<file path="src/rtl/div_unit.sv">
// Iterative radix-2 restoring divider for RV32M DIV/DIVU/REM/REMU.
// Divide-by-zero and signed overflow finish in one cycle; all other operations take 32 iterations.
module div_unit #(
    parameter int XLEN = 32
) (
    input  logic            clk,
    input  logic            rst,
    input  logic            ex2div_start,
    input  logic [1:0]      ex2div_op,
    input  logic [XLEN-1:0] ex2div_oprand1,
    input  logic [XLEN-1:0] ex2div_oprand2,
    input  logic            ex2div_flush,
    output logic            div2ex_busy,
    output logic            div2mem_divvalid,
    output logic [XLEN-1:0] div2mem_wr_wdata
);

    typedef enum logic [1:0] {IDLE, CALC, DONE} state_t;

    localparam logic [XLEN-1:0] MIN_NEG = {1'b1, {(XLEN-1){1'b0}}};

    state_t          state_q, state_d;
    logic [4:0]      cnt_q, cnt_d;
    logic [XLEN-1:0] rem_q, rem_d;
    logic [XLEN-1:0] quo_q, quo_d;
    logic [XLEN-1:0] dvs_q, dvs_d;
    logic            negq_q, negq_d;
    logic            negr_q, negr_d;
    logic            rem_sel_q, rem_sel_d;
    logic [XLEN-1:0] wdata_q, wdata_d;

    logic            is_signed;
    logic [XLEN-1:0] a_mag, b_mag;
    logic [XLEN:0]   shifted, diff;
    logic            ge;
    logic [XLEN-1:0] rem_step, quo_step;

    // Operand magnitudes; 0x80000000 negates to itself, which is the correct unsigned magnitude 2^31.
    assign is_signed = ~ex2div_op[0];
    assign a_mag = (is_signed & ex2div_oprand1[XLEN-1]) ? -ex2div_oprand1 : ex2div_oprand1;
    assign b_mag = (is_signed & ex2div_oprand2[XLEN-1]) ? -ex2div_oprand2 : ex2div_oprand2;

    // One restoring step on the 33-bit partial remainder so divisors >= 2^31 cannot overflow.
    assign shifted  = {rem_q, quo_q[XLEN-1]};
    assign ge       = (shifted >= {1'b0, dvs_q});
    assign diff     = shifted - {1'b0, dvs_q};
    assign rem_step = ge ? diff[XLEN-1:0] : shifted[XLEN-1:0];
    assign quo_step = {quo_q[XLEN-2:0], ge};

    always_comb begin
        state_d   = state_q;
        cnt_d     = cnt_q;
        rem_d     = rem_q;
        quo_d     = quo_q;
        dvs_d     = dvs_q;
        negq_d    = negq_q;
        negr_d    = negr_q;
        rem_sel_d = rem_sel_q;
        wdata_d   = wdata_q;
        case (state_q)
            IDLE: begin
                if (ex2div_start && !ex2div_flush) begin
                    dvs_d     = b_mag;
                    rem_d     = '0;
                    quo_d     = a_mag;
                    negq_d    = is_signed & (ex2div_oprand1[XLEN-1] ^ ex2div_oprand2[XLEN-1]);
                    negr_d    = is_signed & ex2div_oprand1[XLEN-1];
                    rem_sel_d = ex2div_op[1];
                    cnt_d     = '0;
                    if (ex2div_oprand2 == '0) begin
                        wdata_d = ex2div_op[1] ? ex2div_oprand1 : '1;
                        state_d = DONE;
                    end else if (is_signed && ex2div_oprand1 == MIN_NEG && ex2div_oprand2 == '1) begin
                        wdata_d = ex2div_op[1] ? '0 : MIN_NEG;
                        state_d = DONE;
                    end else begin
                        state_d = CALC;
                    end
                end
            end
            CALC: begin
                if (ex2div_flush) begin
                    state_d = IDLE;
                end else begin
                    rem_d = rem_step;
                    quo_d = quo_step;
                    cnt_d = cnt_q + 5'd1;
                    if (cnt_q == 5'd31) begin
                        wdata_d = rem_sel_q ? (negr_q ? -rem_step : rem_step)
                                            : (negq_q ? -quo_step : quo_step);
                        state_d = DONE;
                    end
                end
            end
            DONE: state_d = IDLE;
            default: state_d = IDLE;
        endcase
    end

    always_ff @(posedge clk) begin
        if (rst) begin
            state_q   <= IDLE;
            cnt_q     <= '0;
            rem_q     <= '0;
            quo_q     <= '0;
            dvs_q     <= '0;
            negq_q    <= 1'b0;
            negr_q    <= 1'b0;
            rem_sel_q <= 1'b0;
            wdata_q   <= '0;
        end else begin
            state_q   <= state_d;
            cnt_q     <= cnt_d;
            rem_q     <= rem_d;
            quo_q     <= quo_d;
            dvs_q     <= dvs_d;
            negq_q    <= negq_d;
            negr_q    <= negr_d;
            rem_sel_q <= rem_sel_d;
            wdata_q   <= wdata_d;
        end
    end

    // A flush landing on the DONE cycle kills the result pulse.
    assign div2ex_busy      = (state_q != IDLE);
    assign div2mem_divvalid = (state_q == DONE) && !ex2div_flush;
    assign div2mem_wr_wdata = wdata_q;

endmodule
</file>
<file path="config.mk">
export PLATFORM = sky130hd
export DESIGN_NAME = div_unit
export DESIGN_NICKNAME = d
export VERILOG_FILES = /design/src/rtl/div_unit.sv
export SDC_FILE = /design/constraint.sdc
export NUM_CORES = 1
export LEC_CHECK = 0
export CAP_MARGIN = 20
export CORE_UTILIZATION = 40
export CTS_CLUSTER_SIZE = 8
export DETAILED_ROUTE_END_ITERATION = 12
export HOLD_SLACK_MARGIN = 0.12
export SYNTH_ARGS = -nofsm -noshare
export SYNTH_HDL_FRONTEND = slang
export SYNTH_SLANG_ARGS = --single-unit
</file>
<file path="constraint.sdc">
create_clock -name clk -period 7.1 [get_ports clk]
set_input_delay 1.775 -clock clk [delete_from_list [all_inputs] [get_ports clk]]
set_output_delay 1.775 -clock clk [all_outputs]
set_load 0.02 [all_outputs]
</file>
After elaboration in Yosys (flattened, before gate mapping)
Index checks and enable logic that the tools add are counted.
- register bits: 138
- bits in latches: 0
- bits in writable memories: 0
- ROM bits: 0
- input bits: 70
- output and inout port bits: 34
- word-level logic and storage cells: 73
- memories: 0
- add/sub/neg operators: 6
- multiply operators: 0
- divide/modulo/power cells: 0
- magnitude comparators: 1
- equality and inequality tests: 10
- shift operators: 0
- muxes and demuxes: 29
- bitwise gates (word level): 5
- reductions and logical operators: 13
- operators with widths (cell ; number):
    $mux W32 ; 17
    $pmux W32 S2 ; 3
    $neg A32 Y32 ; 4
    $eq A32 B32 Y1 const B ; 2
    $ge A33 B32 Y1 ; 1
    $logic_not A32 Y1 ; 1
    $sub A32 B32 Y32 ; 1
    $mux W2 ; 5
    $mux W5 ; 2
    $pmux W5 S2 ; 1
    $ne A2 B2 Y1 const B ; 3
    $ne A3 B3 Y1 const B ; 2
    $add A5 B1 Y5 const B ; 1
    $eq A5 B5 Y1 const B ; 1
    $reduce_and A5 Y1 ; 1
    $logic_and A1 B1 Y1 ; 4
    $pmux W2 S2 ; 1
    $reduce_and A2 Y1 ; 2
    $reduce_bool A2 Y1 ; 2
    $and A1 B1 Y1 ; 3
    $reduce_and A3 Y1 ; 1
    $eq A2 B1 Y1 const B ; 1
    $eq A2 B2 Y1 const B ; 1
    $logic_not A2 Y1 ; 1
    3 further kinds ; 3

Logic depth before layout (Yosys ltp)
- depth in word-level cells: 8
- mapped depth: 23

Worst setup path after synthesis
No wires, ideal clock.
- kind: register to register
- start point: register dvs_q[7]
- end point: register wdata_q[24] (netlist: div2mem_wr_wdata[24])
- setup time: 126 ps
- arrival time: 4618 ps
- data required time: 6974 ps
- slack: 2357 ps
- stages on the path, launching flop included: 24
- path buffers: 4
- path through: dfxtp_1 > inv_1 > ha_1 > buf_2 > nand4_2 > or2_4 > a211o_1 > a211o_2 > nand2_2 > buf_6 > clkbuf_1 > clkbuf_1 > nand2_1 > o21ai_0 > ha_1 > nand3_1 > nor4_1 > nand2_1 > nor3_1 > a41oi_1 > or3_1 > o31ai_1 > xnor2_1 > o21ai_0
- cells in the longest elaborated chain, start to end: 8
- elaborated cells between the ends (all ways): 11
- those cells by class: add/sub (3); order compare (1); mux (7)
- RTL lines (element ; line ; RTL):
    start, declared ; 26 ; logic [XLEN-1:0] dvs_q, dvs_d;
    start signal, assigned ; 116 ; dvs_q <= dvs_d;
    $sub A32 B32 Y32 / $ge A33 B32 Y1 (equally long branches) ; 46, 45 ;
    $mux W32 ; 47 ; assign rem_step = ge ? diff[XLEN-1:0] : shifted[XLEN-1:0];
    $neg A32 Y32 ; 89 ; wdata_d = rem_sel_q ? (negr_q ? -rem_step : rem_step)
    $mux W32 ; 89 ;
    $mux W32 * ; 89 ;
    $mux W32 * ; 88 ; if (cnt_q == 5'd31) begin
    $mux W32 * ; 82 ; if (ex2div_flush) begin
    $pmux W32 S2 * ; 60 ; case (state_q)
    end signal, assigned ; 120 ; wdata_q <= wdata_d;
    end, declared ; 30 ; logic [XLEN-1:0] wdata_q, wdata_d;
Mark *: on every way between the ends. The rest lies on a longest branch, timed or not. The select of a mux whose other input is x is not followed.
A chain may end at the register's enable or synchronous reset.

Worst setup path after layout
- start point: register rem_q[14]
- end point: register wdata_q[20] (netlist: div2mem_wr_wdata[20])
- cells in the longest elaborated chain, start to end: 8
- elaborated cells between the ends (all ways): 11
- those cells by class: add/sub (3); order compare (1); mux (7)
- RTL lines (element ; line ; RTL):
    start, declared ; 24 ; logic [XLEN-1:0] rem_q, rem_d;
    start signal, assigned ; 114 ; rem_q <= rem_d;
    $sub A32 B32 Y32 / $ge A33 B32 Y1 (equally long branches) ; 46, 45 ;
    $mux W32 ; 47 ;
    $neg A32 Y32 ; 89 ;
    $mux W32 ; 89 ;
    $mux W32 * ; 89 ;
    $mux W32 * ; 88 ;
    $mux W32 * ; 82 ;
    $pmux W32 S2 * ; 60 ;
Marks and branches as above.

==> metrics.md <==
| Metric | Value |
|---|---|
| Layout Skew | `between 10 and 15 ps` |
| Worst min-delay path class | `reg2reg` |
| Clock Power Share | `36.6%` |
| Pre-Repair DR Iteration Count | `5` |
| Final setup fails | `0` |
| Initial antenna violation count | `0` |
| Setup bufs post-CTS | `0` |
| Final TNS setup | `0 ps` |
| Synth area leader | `dfxtp_1` |
| Post-route ant nets | `0` |
| Via-to-Cell Ratio | `between 6 and 7` |
| Post_cts resized | `0` |
| Relative slew slack | `22.9%` |
| Post-synth top area share | `23.4%` |
| PD cells | `180 nW/um^2` |
| Clock buffer depth | `2` |
| Final WS setup | `1770 ps` |
| Post-Syn Instances | `1634` |
| Post-Route WL | `41900 um` |
| Max-Cap Viols | `0` |
| Seq/Total Area, Yosys | `a little under a quarter` |
| Cell breakdown of the critical path | `ha_1, nand2_1, o21ai_0, and2b_1, a211o_2, nand2_2, mux2i_1, ha_1, nand2_1, nor4_1, a41oi_1, o41ai_1, xnor2_1, a221oi_1, a21o_1` |
| Clock-pin slew on the worst setup and hold paths | `around 70 ps` |
| IO Port Bufs | `~100` |
| CTS tree | `done` |
| Critical path class | `reg2reg` |
| Die Ht | `174 um` |
| Run status | `finished, final reports clean` |
| Via count | `12.6k` |
| Synth area leaders | `dfxtp_1 23%, nor2_1 7.1%, a21oi_1 6.0%` |
| Main synth FF type | `dfxtp_1` |
| Mapped cell area | `11800 um^2` |
| Final Hold Fails | `0` |
| Worst skew pair latency | `450 ps` |
| Worst slew pin tran | `around 1100 ps` |
| Area grow syn2layout | `15.1%` |
| Most frequent cells in the layout | `222 x nor2_1, 142 x a21oi_1, 138 x dfxtp_1` |
| Grt ovf | `0` |
| N_diodes | `0` |
| Place WS | `1430 ps` |
| # IOs | `104` |
| Worst EP arrival | `between 5000 and 6000 ps` |
| TritonCTS buffer count | `17` |
| RSZ-0062 raised after global routing | `no` |
| Syn Nets | `1744` |
| Slew Viols, Final | `0` |
| DRC | `0` |
| Crit Path Max Fanout | `14` |
| GPL Wtd Cong | `0.942` |
| Post-synth cell types | `93` |
| Pleak | `about 5.2 nW` |
| FMAX | `0.188 GHz` |
| Number of global-route vias before repair | `11.8k` |
| Switching Share | `a little under two fifths` |
| Syn avg cell area | `7.24 um^2` |
| Sequential share of power | `34.2%` |
| Die ar. | `around 30000 um^2` |
| Critical path launch point type | `flip-flop` |
| Clock Sinks | `138` |
| Peak supply drop | `0.139 mV` |
| Fin crit period | `between 5000 and 6000 ps` |
| Util after Layout | `a little under half` |
| CTS H-tree lvls | `4` |
| Commonest non-fill, non-tap cell in the layout | `nor2_1` |
| Drt initial violations | `approximately 1.5k` |
| Final nets | `1778` |
| NetSw | `0.915 mW` |
| Initial Util | `40.9%` |
| Comb pwr share | `approximately 30%` |
| Die Wd | `174 um` |
| Internal power | `1.53 mW` |
| Ys Warns | `0` |
| Std-Cell Core Area | `28900 um^2` |
| Critical Path End Type | `flip-flop` |
| GRT Util Overall | `27.5%` |
| Max incr delay on CP | `530 ps` |
| Largest net degree at the start of global routing | `97` |
| DP HPWL | `31200 um` |
| WL/cell | `20.3 um` |
| Share of layout cells above drive strength 1 | `5.95%` |
| Number of synthesized flops with an enable pin | `0` |
| First-pass GRT wire length | `65700 um` |
| Slowest CP cell | `o21ai_0` |
| Req. time, crit path | `7500 ps` |
| Placement row count | `62` |
| Asr flop ratio synth | `0%` |
| Tcrit/Tclk final | `75.0%` |
| Hold buffers post-CTS | `0` |
| Root buffer cell | `clkbuf_16` |
| FF+latch count, synth | `138` |
[state kept, by name, indices dropped and copies added (netlist names)]
register          count
dvs_q                32
rem_sel_q             1
rem_q                32
cnt_q                 5
div2mem_wr_wdata     32
quo_q                32
negq_q                1
state_q               2
negr_q                1
[cell families (layout without fill, tap and decap cells)]
kind of cell               count (synthesis)  count (layout)  share of synthesized area [%]
AOI/OAI and AO/OA                        540             540                           30.8
xor gates and xnor gates                 109             109                           8.07
adders and majority gates                 40              40                           4.29
buffers and inverters                    170             217                           5.91
DFF                                      138             138                           23.4
muxes                                     26              26                           2.46
and+or+nand+nor                          611             611                           25.1
[power groups by stage]
stage	combinational, mW	sequential, mW	clock, mW
2_1_floorplan	0.493	0.841	0
3_3_place_gp	0.690	0.853	0
3_5_place_dp	0.696	0.853	0
4_1_cts	0.701	0.836	0.903
5_1_grt	0.781	0.841	0.936
6_report	0.715	0.837	0.894
[worst paths after layout]
path | from | cells after the start | slack (ps) | to
setup / recovery | rem_q[14] | 15 | 1770 | div2mem_wr_wdata[20]
hold reg to reg | div2mem_wr_wdata[7] | 2 | 430 | div2mem_wr_wdata[7]
hold / removal | div2mem_wr_wdata[7] | 2 | 430 | div2mem_wr_wdata[7]
setup reg to reg | rem_q[14] | 15 | 1770 | div2mem_wr_wdata[20]
[worst max-delay path, delay by kind of cell (launching register included)]
kind            cells  cell delay, ps
fa+ha+maj           2             790
mux                 1             330
compound gates      6            2430
simple gates        5            1170
flops               1             380
xor+xnor            1             170
[cell usage after synthesis, drive strengths merged, types with 7 or more instances]
| cell type | instances |
|---|---|
| nor3 | 40 |
| inv | 60 |
| or2 | 8 |
| or4 | 14 |
| a31oi | 16 |
| o211ai | 13 |
| buf | 28 |
| or3 | 33 |
| a22oi | 18 |
| nand2 | 127 |
| nand3 | 32 |
| a21o | 21 |
| mux2i | 19 |
| nand4 | 26 |
| o21a | 12 |
| o221ai | 12 |
| clkbuf | 82 |
| nor2 | 223 |
| o21ai | 107 |
| xnor2 | 54 |
| and3 | 16 |
| ha | 39 |
| nor2b | 16 |
| a311oi | 11 |
| dfxtp | 138 |
| o41ai | 17 |
| nand2b | 10 |
| xor2 | 55 |
| nor3b | 7 |
| o31ai | 25 |
| a21oi | 146 |
| and2 | 9 |
| nor4 | 28 |
| a211oi | 72 |
[area by class of cell]
cell class                      instances  area, um^2
Tap cell                              384         480
Timing Repair Buffer                  125        1190
Inverter                               60         225
Clock inverter                         14         128
Clock buffer                           18         439
Multi-Input combinational cell       1326        8380
Sequential cell                       138        2760
Fill cell                            2974       15300
[layer usage]
metal	vias to the layer above	track usage [%]	wire length (um)	share of wire (%)
met2	487	42.8	18300	44
met3	71	4.68	3190	7.6
met5	-	0	0	0
met1	5957	38.0	19200	46
li1	6121	-	-	-
met4	0	9.61	1220	2.9
[through the flow]
step           instances  cell area, um^2  power (mW)  hold slack, ps
6_report            2065            13600        2.45             435
3_5_place_dp        2032            13000        1.55             428
4_1_cts             2064            13600        2.44             439
3_3_place_gp        2032            13000        1.54             439
2_1_floorplan       1634            11800        1.33             432
5_1_grt             2065            13600        2.56             471
No activity file was read; power rests on OpenSTA's default activity.
